**src/rtl/pipe_stall_ctrl_if.sv**
```systemverilog
// Pipeline stall/redirect bundle between the core pipeline (master)
// and the stall/redirect sequencer (slave).
interface pipe_stall_ctrl_if #(
    parameter int ADDR_W = 32,
    parameter int CNT_W  = 8
);
    logic              stallreq_id_i;
    logic              stallreq_ex_i;
    logic              branch_flag_i;
    logic [ADDR_W-1:0] branch_target_i;
    logic              flush_req_i;
    logic [ADDR_W-1:0] flush_target_i;
    logic [5:0]        stall_o;
    logic              branch_flag_o;
    logic [ADDR_W-1:0] branch_target_o;
    logic              flush_o;
    logic [CNT_W-1:0]  stall_cnt_o;
    logic              stall_timeout_o;

    modport master (
        output stallreq_id_i, stallreq_ex_i, branch_flag_i, branch_target_i,
               flush_req_i, flush_target_i,
        input  stall_o, branch_flag_o, branch_target_o, flush_o,
               stall_cnt_o, stall_timeout_o
    );

    modport slave (
        input  stallreq_id_i, stallreq_ex_i, branch_flag_i, branch_target_i,
               flush_req_i, flush_target_i,
        output stall_o, branch_flag_o, branch_target_o, flush_o,
               stall_cnt_o, stall_timeout_o
    );
endinterface

```
**src/rtl/pipe_stall_ctrl.sv**
```systemverilog
// Stall/redirect sequencer for the 6-stage core: merges stall requests,
// replays redirects held off by a stalled PC, runs flush sequences and a stall watchdog.
module pipe_stall_ctrl #(
    parameter int ADDR_W       = 32,
    parameter int FLUSH_CYCLES = 2,
    parameter int WDOG_MAX     = 255,
    parameter int CNT_W        = 8
) (
    input  logic               clk,
    input  logic               reset_n,
    pipe_stall_ctrl_if.slave   bus
);

    localparam int FC_W = (FLUSH_CYCLES > 1) ? $clog2(FLUSH_CYCLES) : 1;
    localparam logic [CNT_W-1:0] CNT_MAX = '1;

    typedef enum logic [1:0] {
        RUN   = 2'd0,
        HOLD  = 2'd1,
        FLUSH = 2'd2
    } state_t;

    state_t            state_q, state_d;
    logic              pend_v_q, pend_v_d;
    logic [ADDR_W-1:0] pend_tgt_q, pend_tgt_d;
    logic [ADDR_W-1:0] flush_tgt_q, flush_tgt_d;
    logic              flush_first_q, flush_first_d;
    logic [FC_W-1:0]   flush_cnt_q, flush_cnt_d;
    logic [CNT_W-1:0]  stall_cnt_q, stall_cnt_d;
    logic              timeout_q;

    logic [5:0]        stall;
    logic              stall_pc;
    logic              br_flag;
    logic [ADDR_W-1:0] br_tgt;
    logic              flush;

    // Outputs are forced low while reset is held, even for the combinational paths.
    always_comb begin
        stall = '0;
        if (reset_n && state_q != FLUSH) begin
            if (bus.stallreq_ex_i)
                stall = 6'b001111;
            else if (bus.stallreq_id_i)
                stall = 6'b000111;
        end
    end

    assign stall_pc = stall[0];

    always_comb begin
        state_d       = state_q;
        pend_v_d      = pend_v_q;
        pend_tgt_d    = pend_tgt_q;
        flush_tgt_d   = flush_tgt_q;
        flush_cnt_d   = flush_cnt_q;
        flush_first_d = 1'b0;
        br_flag       = 1'b0;
        br_tgt        = '0;
        flush         = 1'b0;

        case (state_q)
            RUN: begin
                if (bus.branch_flag_i) begin
                    if (!stall_pc) begin
                        br_flag = 1'b1;
                        br_tgt  = bus.branch_target_i;
                    end else begin
                        pend_tgt_d = bus.branch_target_i;
                        pend_v_d   = 1'b1;
                        state_d    = HOLD;
                    end
                end
            end
            HOLD: begin
                if (!stall_pc && pend_v_q) begin
                    br_flag  = 1'b1;
                    br_tgt   = pend_tgt_q;
                    pend_v_d = 1'b0;
                    state_d  = RUN;
                end
                // Youngest redirect wins; one arriving on the replay cycle is held for the next.
                if (bus.branch_flag_i) begin
                    pend_tgt_d = bus.branch_target_i;
                    pend_v_d   = 1'b1;
                    state_d    = HOLD;
                end
            end
            FLUSH: begin
                flush = 1'b1;
                if (flush_first_q) begin
                    br_flag = 1'b1;
                    br_tgt  = flush_tgt_q;
                end
                if (flush_cnt_q == '0)
                    state_d = RUN;
                else
                    flush_cnt_d = flush_cnt_q - FC_W'(1);
            end
            default: state_d = RUN;
        endcase

        if (bus.flush_req_i) begin
            state_d       = FLUSH;
            pend_v_d      = 1'b0;
            flush_cnt_d   = FC_W'(FLUSH_CYCLES - 1);
            flush_tgt_d   = bus.flush_target_i;
            flush_first_d = 1'b1;
        end
    end

    always_comb begin
        stall_cnt_d = '0;
        if (stall_pc)
            stall_cnt_d = (stall_cnt_q == CNT_MAX) ? stall_cnt_q : stall_cnt_q + CNT_W'(1);
    end

    always_ff @(posedge clk or negedge reset_n) begin
        if (!reset_n) begin
            state_q       <= RUN;
            pend_v_q      <= 1'b0;
            pend_tgt_q    <= '0;
            flush_tgt_q   <= '0;
            flush_first_q <= 1'b0;
            flush_cnt_q   <= '0;
            stall_cnt_q   <= '0;
            timeout_q     <= 1'b0;
        end else begin
            state_q       <= state_d;
            pend_v_q      <= pend_v_d;
            pend_tgt_q    <= pend_tgt_d;
            flush_tgt_q   <= flush_tgt_d;
            flush_first_q <= flush_first_d;
            flush_cnt_q   <= flush_cnt_d;
            stall_cnt_q   <= stall_cnt_d;
            if (stall_cnt_d == CNT_W'(WDOG_MAX))
                timeout_q <= 1'b1;
        end
    end

    assign bus.stall_o         = stall;
    assign bus.branch_flag_o   = reset_n & br_flag;
    assign bus.branch_target_o = reset_n ? br_tgt : '0;
    assign bus.flush_o         = reset_n & flush;
    assign bus.stall_cnt_o     = stall_cnt_q;
    assign bus.stall_timeout_o = timeout_q;

endmodule
```
**src/flat_wrapper.sv**
```systemverilog
// flat-port wrapper written by rule: the top's interface ports become plain ports
module pipe_stall_ctrl_flat 
#(
    parameter int ADDR_W       = 32,
    parameter int FLUSH_CYCLES = 2,
    parameter int WDOG_MAX     = 255,
    parameter int CNT_W        = 8
)
  (clk, reset_n, bus_stallreq_id_i, bus_stallreq_ex_i, bus_branch_flag_i, bus_branch_target_i, bus_flush_req_i, bus_flush_target_i, bus_stall_o, bus_branch_flag_o, bus_branch_target_o, bus_flush_o, bus_stall_cnt_o, bus_stall_timeout_o);
  pipe_stall_ctrl_if #(.ADDR_W(ADDR_W), .CNT_W(CNT_W)) bus_i ();
  input  logic clk;
  input  logic reset_n;
  input wire logic [$bits(bus_i.stallreq_id_i)-1:0] bus_stallreq_id_i;
  input wire logic [$bits(bus_i.stallreq_ex_i)-1:0] bus_stallreq_ex_i;
  input wire logic [$bits(bus_i.branch_flag_i)-1:0] bus_branch_flag_i;
  input wire logic [$bits(bus_i.branch_target_i)-1:0] bus_branch_target_i;
  input wire logic [$bits(bus_i.flush_req_i)-1:0] bus_flush_req_i;
  input wire logic [$bits(bus_i.flush_target_i)-1:0] bus_flush_target_i;
  output wire logic [$bits(bus_i.stall_o)-1:0] bus_stall_o;
  output wire logic [$bits(bus_i.branch_flag_o)-1:0] bus_branch_flag_o;
  output wire logic [$bits(bus_i.branch_target_o)-1:0] bus_branch_target_o;
  output wire logic [$bits(bus_i.flush_o)-1:0] bus_flush_o;
  output wire logic [$bits(bus_i.stall_cnt_o)-1:0] bus_stall_cnt_o;
  output wire logic [$bits(bus_i.stall_timeout_o)-1:0] bus_stall_timeout_o;
  assign bus_i.stallreq_id_i = bus_stallreq_id_i;
  assign bus_i.stallreq_ex_i = bus_stallreq_ex_i;
  assign bus_i.branch_flag_i = bus_branch_flag_i;
  assign bus_i.branch_target_i = bus_branch_target_i;
  assign bus_i.flush_req_i = bus_flush_req_i;
  assign bus_i.flush_target_i = bus_flush_target_i;
  assign bus_stall_o = bus_i.stall_o;
  assign bus_branch_flag_o = bus_i.branch_flag_o;
  assign bus_branch_target_o = bus_i.branch_target_o;
  assign bus_flush_o = bus_i.flush_o;
  assign bus_stall_cnt_o = bus_i.stall_cnt_o;
  assign bus_stall_timeout_o = bus_i.stall_timeout_o;
  pipe_stall_ctrl #(.ADDR_W(ADDR_W), .FLUSH_CYCLES(FLUSH_CYCLES), .WDOG_MAX(WDOG_MAX), .CNT_W(CNT_W)) u_core (.clk(clk), .reset_n(reset_n), .bus(bus_i));
endmodule
```
**config.mk**
```make
export PLATFORM = sky130hd
export DESIGN_NAME = pipe_stall_ctrl_flat
export DESIGN_NICKNAME = d
export VERILOG_FILES = /design/src/rtl/pipe_stall_ctrl_if.sv /design/src/rtl/pipe_stall_ctrl.sv /design/src/flat_wrapper.sv
export SDC_FILE = /design/constraint.sdc
export NUM_CORES = 1
export LEC_CHECK = 0
export CAP_MARGIN = 20
export CORE_MARGIN = 2
export CORE_UTILIZATION = 42
export CTS_CLUSTER_DIAMETER = 150
export DETAILED_ROUTE_END_ITERATION = 8
export GPL_TIMING_DRIVEN = 0
export PLACE_DENSITY = 0.76
export SLEW_MARGIN = 20
export SYNTH_ARGS = -nofsm -noshare
export SYNTH_HDL_FRONTEND = slang
export SYNTH_SLANG_ARGS = --single-unit
export TNS_END_PERCENT = 10
```
**constraint.sdc**
```tcl
create_clock -name clk -period 1.85 [get_ports clk]
set_clock_uncertainty 0.05 [all_clocks]
set_input_delay 0.185 -clock clk [delete_from_list [all_inputs] [get_ports clk]]
set_output_delay 0.185 -clock clk [all_outputs]
set_load 0.03 [all_outputs]
```
# == Word-level counts from Yosys, hierarchy flattened ==
# Cells that the tools add are included.
# totals
latchBits,0
out_inout_bits,49
elab_cells,72
mem_bits_rw,0
romBits,0
register_bits,78
mem_count,0
in_bits,70
# classes
n_bitwise,2
n_reduce_logical,10
eq_ne,12
n_shift,0
multipliers,0
mux,38
addsub,2
n_div,0
n_lt_le_gt_ge,0
# op_table
operator,n
$mux 32,8
$pmux 32 s3,1
$pmux 32 s2,1
$eq 8x8->1 const B,2
$mux 8,2
$mux 1,14
$mux 2,6
$mux 6,2
$reduce_and 4->1,3
$ne 3x3->1 const B,3
$add 8x1->8 const B,1
$ne 2x2->1 const B,4
$pmux 2 s3,1
$ne 4x3->1 const B,1
$reduce_bool 2->1,2
$mux 3,1
$pmux 1 s3,1
$reduce_bool 3->1,1
$and 1x1->1,2
$eq 2x1->1 const B,1
$eq 2x2->1 const B,1
$logic_and 1x1->1,2
$logic_not 2->1,1
$pmux 1 s2,1
2 further kinds,2

# == Depth between registers and ports, before layout ==
# Gate-level depths: netlist of the first run.
# depth
ltp_word,9
depth_mapped,6
mapped_depth_nobuf,5

# == Least setup slack after synthesis of the first run ==
# Ideal clock, no wire load.
# synth_path
kind,reg2out
from,register u_core.state_q[1]
to,output bus_branch_target_o[22]
required_ns,1.615
n_path_buf,2
path_slack_ns,-0.119
arrival_ns,1.734
path_stages_with_launch,7
cell_sequence,dfrtp_1 > nor2b_1 > and3_1 > buf_2 > clkbuf_1 > a222oi_1 > nor2_1
# synth_between
elab_chain_cells,8
word_cells_on_any_way,13
cone_classes,eq/ne: 3; mux: 6; reduce/logical: 4
# synth_lines
item,line,rtl
start: declaration,pipe_stall_ctrl.sv:23,"state_t state_q, state_d;"
start signal: assignment,pipe_stall_ctrl.sv:129,state_q <= state_d;
$ne 2x2->1,pipe_stall_ctrl.sv:41,if (reset_n && state_q != FLUSH) begin
$logic_and 1x1->1,pipe_stall_ctrl.sv:41,
$mux 6,pipe_stall_ctrl.sv:41,
$logic_not 1->1,n/a,
$logic_and 1x1->1,pipe_stall_ctrl.sv:76,if (!stall_pc && pend_v_q) begin
$mux 32,pipe_stall_ctrl.sv:76,
$pmux 32 s3 *,pipe_stall_ctrl.sv:62,case (state_q)
$mux 32 *,pipe_stall_ctrl.sv:143,assign bus.branch_target_o = reset_n ? br_tgt : '0;
end: declaration,flat_wrapper.sv:21,output wire logic [$bits(bus_i.branch_target_o)-1:0] bus_branch_target_o;
# Every way passes the cells marked *; elsewhere a longest branch is shown, timed or not.

# == Worst setup path after layout of the first run ==
# layout_path
from,register u_core.state_q[1]
to,output bus_branch_target_o[14]
# Same word-level chain as after synthesis.

==> results.json, run 1 <==
{
  "required_ps": 1620,
  "num_io_pins": 119,
  "place_inst": 538,
  "synth_common_cells": "dfrtp_1 (78), nor2_1 (40), mux2_2 (34)",
  "die_w_um": 99.9,
  "crit_path_start": "u_core.state_q[1]",
  "numCtsBuffers": 9,
  "grt_overflow": 0,
  "wl_per_cell_um": 18.2,
  "fin_cells": 560,
  "clock_path_buffers": 2,
  "initial_utilization_pct": 43.8,
  "tightestPinTransition_ps": 585,
  "ys_seq_area_share_pct": 50.6,
  "antenna_found_initial": 0,
  "place_area_um2": 5190,
  "synth-seq-cells": 78,
  "p_per_area_nw_per_um2": 820,
  "yosys.cell_count.top_type": "dfrtp_1",
  "fin_crit_ps": 2130,
  "final_util_pct": 62.9,
  "die-area_um2": 9970,
  "yosysWarningCount": 0,
  "worstPathArrival_ps": 1900,
  "design_area_um2": 5540,
  "setup_ws_ps": -281,
  "grt_pass1_wl_um": 16300,
  "grt_max_degree": 45,
  "rsz0062_at_grt": "yes",
  "seq_power_share_pct": 47.5,
  "synth_edf_count": 0,
  "core_um2": 8810,
  "vias": 3161,
  "rr_startpoint": "u_core.state_q[1]",
  "synth_top_area_cell": "dfrtp_1",
  "core.rowCount": 34,
  "maxSlewHeadroom_pct": 61.0,
  "status": "complete, but fails checks",
  "drt-pass1-iter-count": 6,
  "synth.distinct_cells": 45,
  "drc": 0,
  "cts.clk_slew.worst_paths_ps": 80,
  "synth_area_um2": 3860,
  "swShare_pct": 27.1,
  "gr-usage-all-layers_pct": 20.6,
  "intPower_mw": 3.31,
  "hold_violations": 0,
  "max_cap_viol_count": 0,
  "port_buffers": 116,
  "fin_nets": 518,
  "drt_iter0_markers": 168,
  "hold_path.class": "in2reg",
  "ir_worst_vdd_mv": 0.463,
  "violations": "setup timing",
  "synth_area_leaders": "dfrtp_1 (51%), mux2_4 (12%), mux2_2 (9.9%)",
  "setup_viol": 66,
  "syn_area_per_cell_um2": 12.4,
  "final.period_utilization_pct": 115,
  "dpl.hpwl_um": 6860,
  "pwr-share-comb_pct": 23.3,
  "cts.sinks": 78,
  "drv_slew": 0,
  "cp-start-kind": "flip-flop",
  "synth_top_area_share_pct": 50.6,
  "ant_nets": 0,
  "power_switching_mw": 1.23,
  "die_height_um": 99.9,
  "leakage_nw": 2.51,
  "crit_type": "reg2out",
  "cp-end-kind": "output pin",
  "path_max_fanout": 10,
  "cts-root-buf": "clkbuf_8",
  "netlist_instances": 312,
  "gp_congestion": 0.821,
  "synthFlopType": "dfrtp_1",
  "grt_pass1_vias": 3191,
  "fmax_ghz": 0.469,
  "min_from": "reset_n",
  "clock_latency_ps": 350,
  "area_delta_synth_final_pct": 43.6,
  "drive_above_1_share_pct": 36.9,
  "whs_ps": 245,
  "cts_tree": "built",
  "diodes": 0,
  "async_reset_ff_share_pct": 100,
  "h-tree-depth": 3,
  "clkPwrFrac_pct": 29.2,
  "routed_wl_um": 10200,
  "viasPerCell": 5.64,
  "p_total_mw": 4.54
}
## per-stage QoR
| stage | setup TNS, ps | setup WS (ps) |
|---|---|---|
| 2_1_floorplan | -3120 | -119 |
| 3_3_place_gp | -477640 | -4070 |
| 3_5_place_dp | -57560 | -1210 |
| 4_1_cts | -8590 | -319 |
| 5_1_grt | -14930 | -426 |
| 6_report | -8190 | -281 |
## final timing paths
check / slack [ps] / depth (start not counted) / endpoint
max in group asynchronous: 1010 / 4 / u_core.pend_tgt_q[0]
setup / recovery: -280 / 6 / bus_branch_target_o[14]
min in group asynchronous: 490 / 4 / u_core.flush_tgt_q[23]
setup reg to reg: -40 / 7 / u_core.pend_tgt_q[13]
hold / removal: 250 / 5 / u_core.pend_v_q
hold reg to reg: 430 / 2 / u_core.bus.stall_timeout_o
## kinds of logic (layout without fill, tap and decap cells)
| group | Yosys count | in the layout | share of synthesized area (%) |
|---|---|---|---|
| compound gates | 57 | 57 | 12.8 |
| simple gates | 76 | 76 | 9.53 |
| flops | 78 | 78 | 50.6 |
| other cells | 1 | 2 | 0.0972 |
| xor+xnor | 1 | 1 | 0.227 |
| fa+ha+maj | 1 | 1 | 0.324 |
| buf+inv | 32 | 171 | 4.34 |
| mux | 66 | 66 | 22.1 |
## power groups by stage
stage	clock, mW	combinational [mW]	sequential (mW)
6_report	1.32	1.06	2.16
5_1_grt	1.44	1.13	2.19
4_1_cts	1.37	1.06	2.15
3_5_place_dp	0	1.03	2.18
3_3_place_gp	0	1.00	2.16
2_1_floorplan	0	0.648	2.14
## repair_timing
item,in CTS,in global routing
hold buffers,5,0
endpoints found under the setup margin,85,69
gates resized for setup,240,12
hold endpoints to repair,34,0
setup buffers,3,1
pin swaps,23,5
## state kept, by name, indices dropped and copies added (netlist names)
signal / flops
u_core.pend_v_q: 1
u_core.bus.stall_cnt_o: 8
u_core.pend_tgt_q: 32
u_core.bus.stall_timeout_o: 1
u_core.flush_first_q: 1
u_core.state_q: 2
u_core.flush_tgt_q: 32
u_core.flush_cnt_q: 1
## layout make-up
| cell class | count | area [um2] |
|---|---|---|
| Multi-Input combinational cell | 203 | 1780 |
| Sequential cell | 78 | 1960 |
| Clock buffer | 10 | 138 |
| Timing Repair Buffer | 126 | 1240 |
| Tap cell | 108 | 135 |
| Inverter | 4 | 20.0 |
| Fill cell | 729 | 3270 |
| Buffer | 25 | 211 |
| Clock inverter | 6 | 68.8 |
## metal layers
layer / global-route usage (%) / routed length, um / vias up
li1: - / - / 1445
met3: 4.81 / 673 / 14
met5: 0 / 0 / -
met4: 6.01 / 138 / 0
met1: 27.6 / 4370 / 1585
met2: 33.7 / 5000 / 117
## layout by cell type, fill, tap and decap left out, types with 6 or more instances in the layout
cell type        Yosys  routed
nand2_1              8       8
dfrtp_1             78      75
mux2_2              34      34
nor2_1              40      37
a222oi_1            32      32
a21oi_1              6       6
clkbuf_2             0       7
buf_4                4      38
buf_6                3      10
clkdlybuf4s50_1      0      75
clkbuf_8             0      14
mux2_4              30      30
## critical path, cell delays in order (launching register included)
cell	delay (ps)
dfrtp_2	450
nor2b_4	140
and2_4	170
buf_8	140
a222oi_1	360
nor2_1	90
buf_4	190
Power figures use the tool's default switching activity.
==> run 2, diff against run 1 <==
--- a/config.mk
+++ b/config.mk
@@ -7,11 +7,11 @@
 export LEC_CHECK = 0
 export CAP_MARGIN = 20
 export CORE_MARGIN = 2
-export CORE_UTILIZATION = 42
+export CORE_UTILIZATION = 47
 export CTS_CLUSTER_DIAMETER = 150
 export DETAILED_ROUTE_END_ITERATION = 8
 export GPL_TIMING_DRIVEN = 0
-export PLACE_DENSITY = 0.76
+export PLACE_DENSITY = 0.8
 export SLEW_MARGIN = 20
 export SYNTH_ARGS = -nofsm -noshare
 export SYNTH_HDL_FRONTEND = slang
==> constraint.sdc (replaced) <==
create_clock -name clk -period 2.3 [get_ports clk]
set_clock_uncertainty 0.05 [all_clocks]
set_input_delay 0.23 -clock clk [delete_from_list [all_inputs] [get_ports clk]]
set_output_delay 0.23 -clock clk [all_outputs]
set_load 0.03 [all_outputs]
==> results.json, run 2 (synthesis gave the netlist of run 1 again) <==
{
  "status": "finished clean",
  "fin_cells": 556,
  "design_area_um2": 5440,
  "place_area_um2": 5180,
  "rsz0062_at_grt": "yes",
  "fmax_ghz": 0.439,
  "die-area_um2": 8950,
  "antenna_found_initial": 0,
  "num_io_pins": 119,
  "cp-end-kind": "output pin",
  "min_from": "bus_flush_req_i",
  "max_cap_viol_count": 0,
  "port_buffers": 116,
  "grt_pass1_vias": 3179,
  "area_delta_synth_final_pct": 40.9,
  "die_height_um": 94.6,
  "drv_slew": 0,
  "core.rowCount": 33,
  "path_max_fanout": 10,
  "dp_slack_ps": -905,
  "grt_max_degree": 33,
  "worstPathArrival_ps": 2000,
  "maxSlewHeadroom_pct": 55.0,
  "gp_congestion": 0.833,
  "drc": 0,
  "numCtsBuffers": 9,
  "clock_path_buffers": 2,
  "wl_per_cell_um": 18.3,
  "fin_nets": 517,
  "setup_ws_ps": 23.3,
  "clock_latency_ps": 340,
  "crit_path_start": "u_core.state_q[1]",
  "drive_above_1_share_pct": 33.5,
  "final_util_pct": 67.2,
  "final.period_utilization_pct": 99.0,
  "dpl.hpwl_um": 6690,
  "setup_viol": 0,
  "ir_worst_vdd_mv": 0.360,
  "p_per_area_nw_per_um2": 687,
  "grt_overflow": 0,
  "rr_startpoint": "u_core.state_q[0]",
  "routed_wl_um": 10200,
  "drt_iter0_markers": 206,
  "place_inst": 535,
  "required_ps": 2020,
  "crit_type": "reg2out",
  "leakage_nw": 2.48,
  "core_um2": 8090,
  "mostFrequentLayoutCells": "clkdlybuf4s50_1 (78), dfrtp_1 (76), nor2_1 (40)",
  "diodes": 0,
  "hold_path.class": "in2reg",
  "final_common_cell": "clkdlybuf4s50_1",
  "cp-start-kind": "flip-flop",
  "gr-usage-all-layers_pct": 23.9,
  "fin_crit_ps": 2280,
  "p_total_mw": 3.73,
  "cts.sinks": 78,
  "drt-pass1-iter-count": 6,
  "cts.clk_slew.worst_paths_ps": 90,
  "tightestPinTransition_ps": 675,
  "cts-root-buf": "clkbuf_8",
  "cts_tree": "built",
  "grt_pass1_wl_um": 16300,
  "hold_violations": 0,
  "viasPerCell": 5.65,
  "h-tree-depth": 3,
  "vias": 3141,
  "die_w_um": 94.6,
  "ant_nets": 0,
  "initial_utilization_pct": 47.7
}
[run 2: cell types whose count changed in the layout (fill, tap and decap cells not counted), sizes merged]
| cell | previous run | this run |
|---|---|---|
| buf | 54 | 49 |
| clkdlybuf4s15 | 3 | 0 |
| clkdlybuf4s50 | 75 | 78 |
| dlygate4sd2 | 0 | 3 |
| dlygate4sd3 | 2 | 4 |
| dlymetal6s2s | 2 | 0 |
| inv | 5 | 7 |
| bufbuf | 0 | 1 |
| bufinv | 1 | 2 |
| clkbuf | 25 | 24 |
| clkinv | 3 | 2 |
| clkinvlp | 1 | 0 |
[run 2: final timing paths]
kind                       cells after the start                          to  slack, ps
hold / removal                                 1        u_core.flush_first_q        300
hold reg to reg                                2  u_core.bus.stall_timeout_o        430
setup / recovery                               6     bus_branch_target_o[11]         20
setup reg to reg                               6       u_core.pend_tgt_q[28]        380
max in group asynchronous                      4           u_core.state_q[0]       1270
min in group asynchronous                      4      u_core.flush_tgt_q[20]        450
[run 2: power breakdown]
part           switching, mW  internal, mW  leakage, nW
clock                  0.534         0.627        0.115
combinational          0.326         0.504         1.41
sequential             0.141          1.60        0.953
[run 2: timing repair]
item                                   in CTS  in global routing
endpoints found under the hold margin      53                  0
setup buffers                               1                  0
setup endpoints to repair                  36                 33
pin swaps                                   3                 16
cloned                                      1                  0
hold buffers                                6                  0
resized for setup                         152                 54
[run 2: per-stage QoR]
step	hold slack (ps)	setup TNS, ps
4_1_cts	288	-750
6_report	298	0
2_1_floorplan	-116	0
5_1_grt	288	-272
3_3_place_gp	404	-395240
3_5_place_dp	150	-26720
[run 2: layout make-up]
type / count / area [um2]
clock inverter: 7 / 104
sequential: 78 / 1950
buffer: 25 / 185
tap: 105 / 131
timing repair buffer: 125 / 1160
fill: 643 / 2660
multi-input combinational: 203 / 1760
clock buffer: 9 / 124
inverter: 4 / 20.0
[run 2: worst max-delay path, stage by stage (launching register included)]
cell and delay (ps):
dfrtp_2 460, nor2b_4 170, and2_4 180, buf_6 150
a222oi_1 420, nor2_1 80, buf_4 190
[run 2: metal layers]
metal | vias up | track usage (%) | share of wire, %
met1 | 1581 | 32.0 | 44
met4 | 0 | 7.85 | 0.83
li1 | 1437 | - | -
met2 | 116 | 40.3 | 50
met3 | 7 | 3.35 | 5.9
met5 | - | 0 | 0
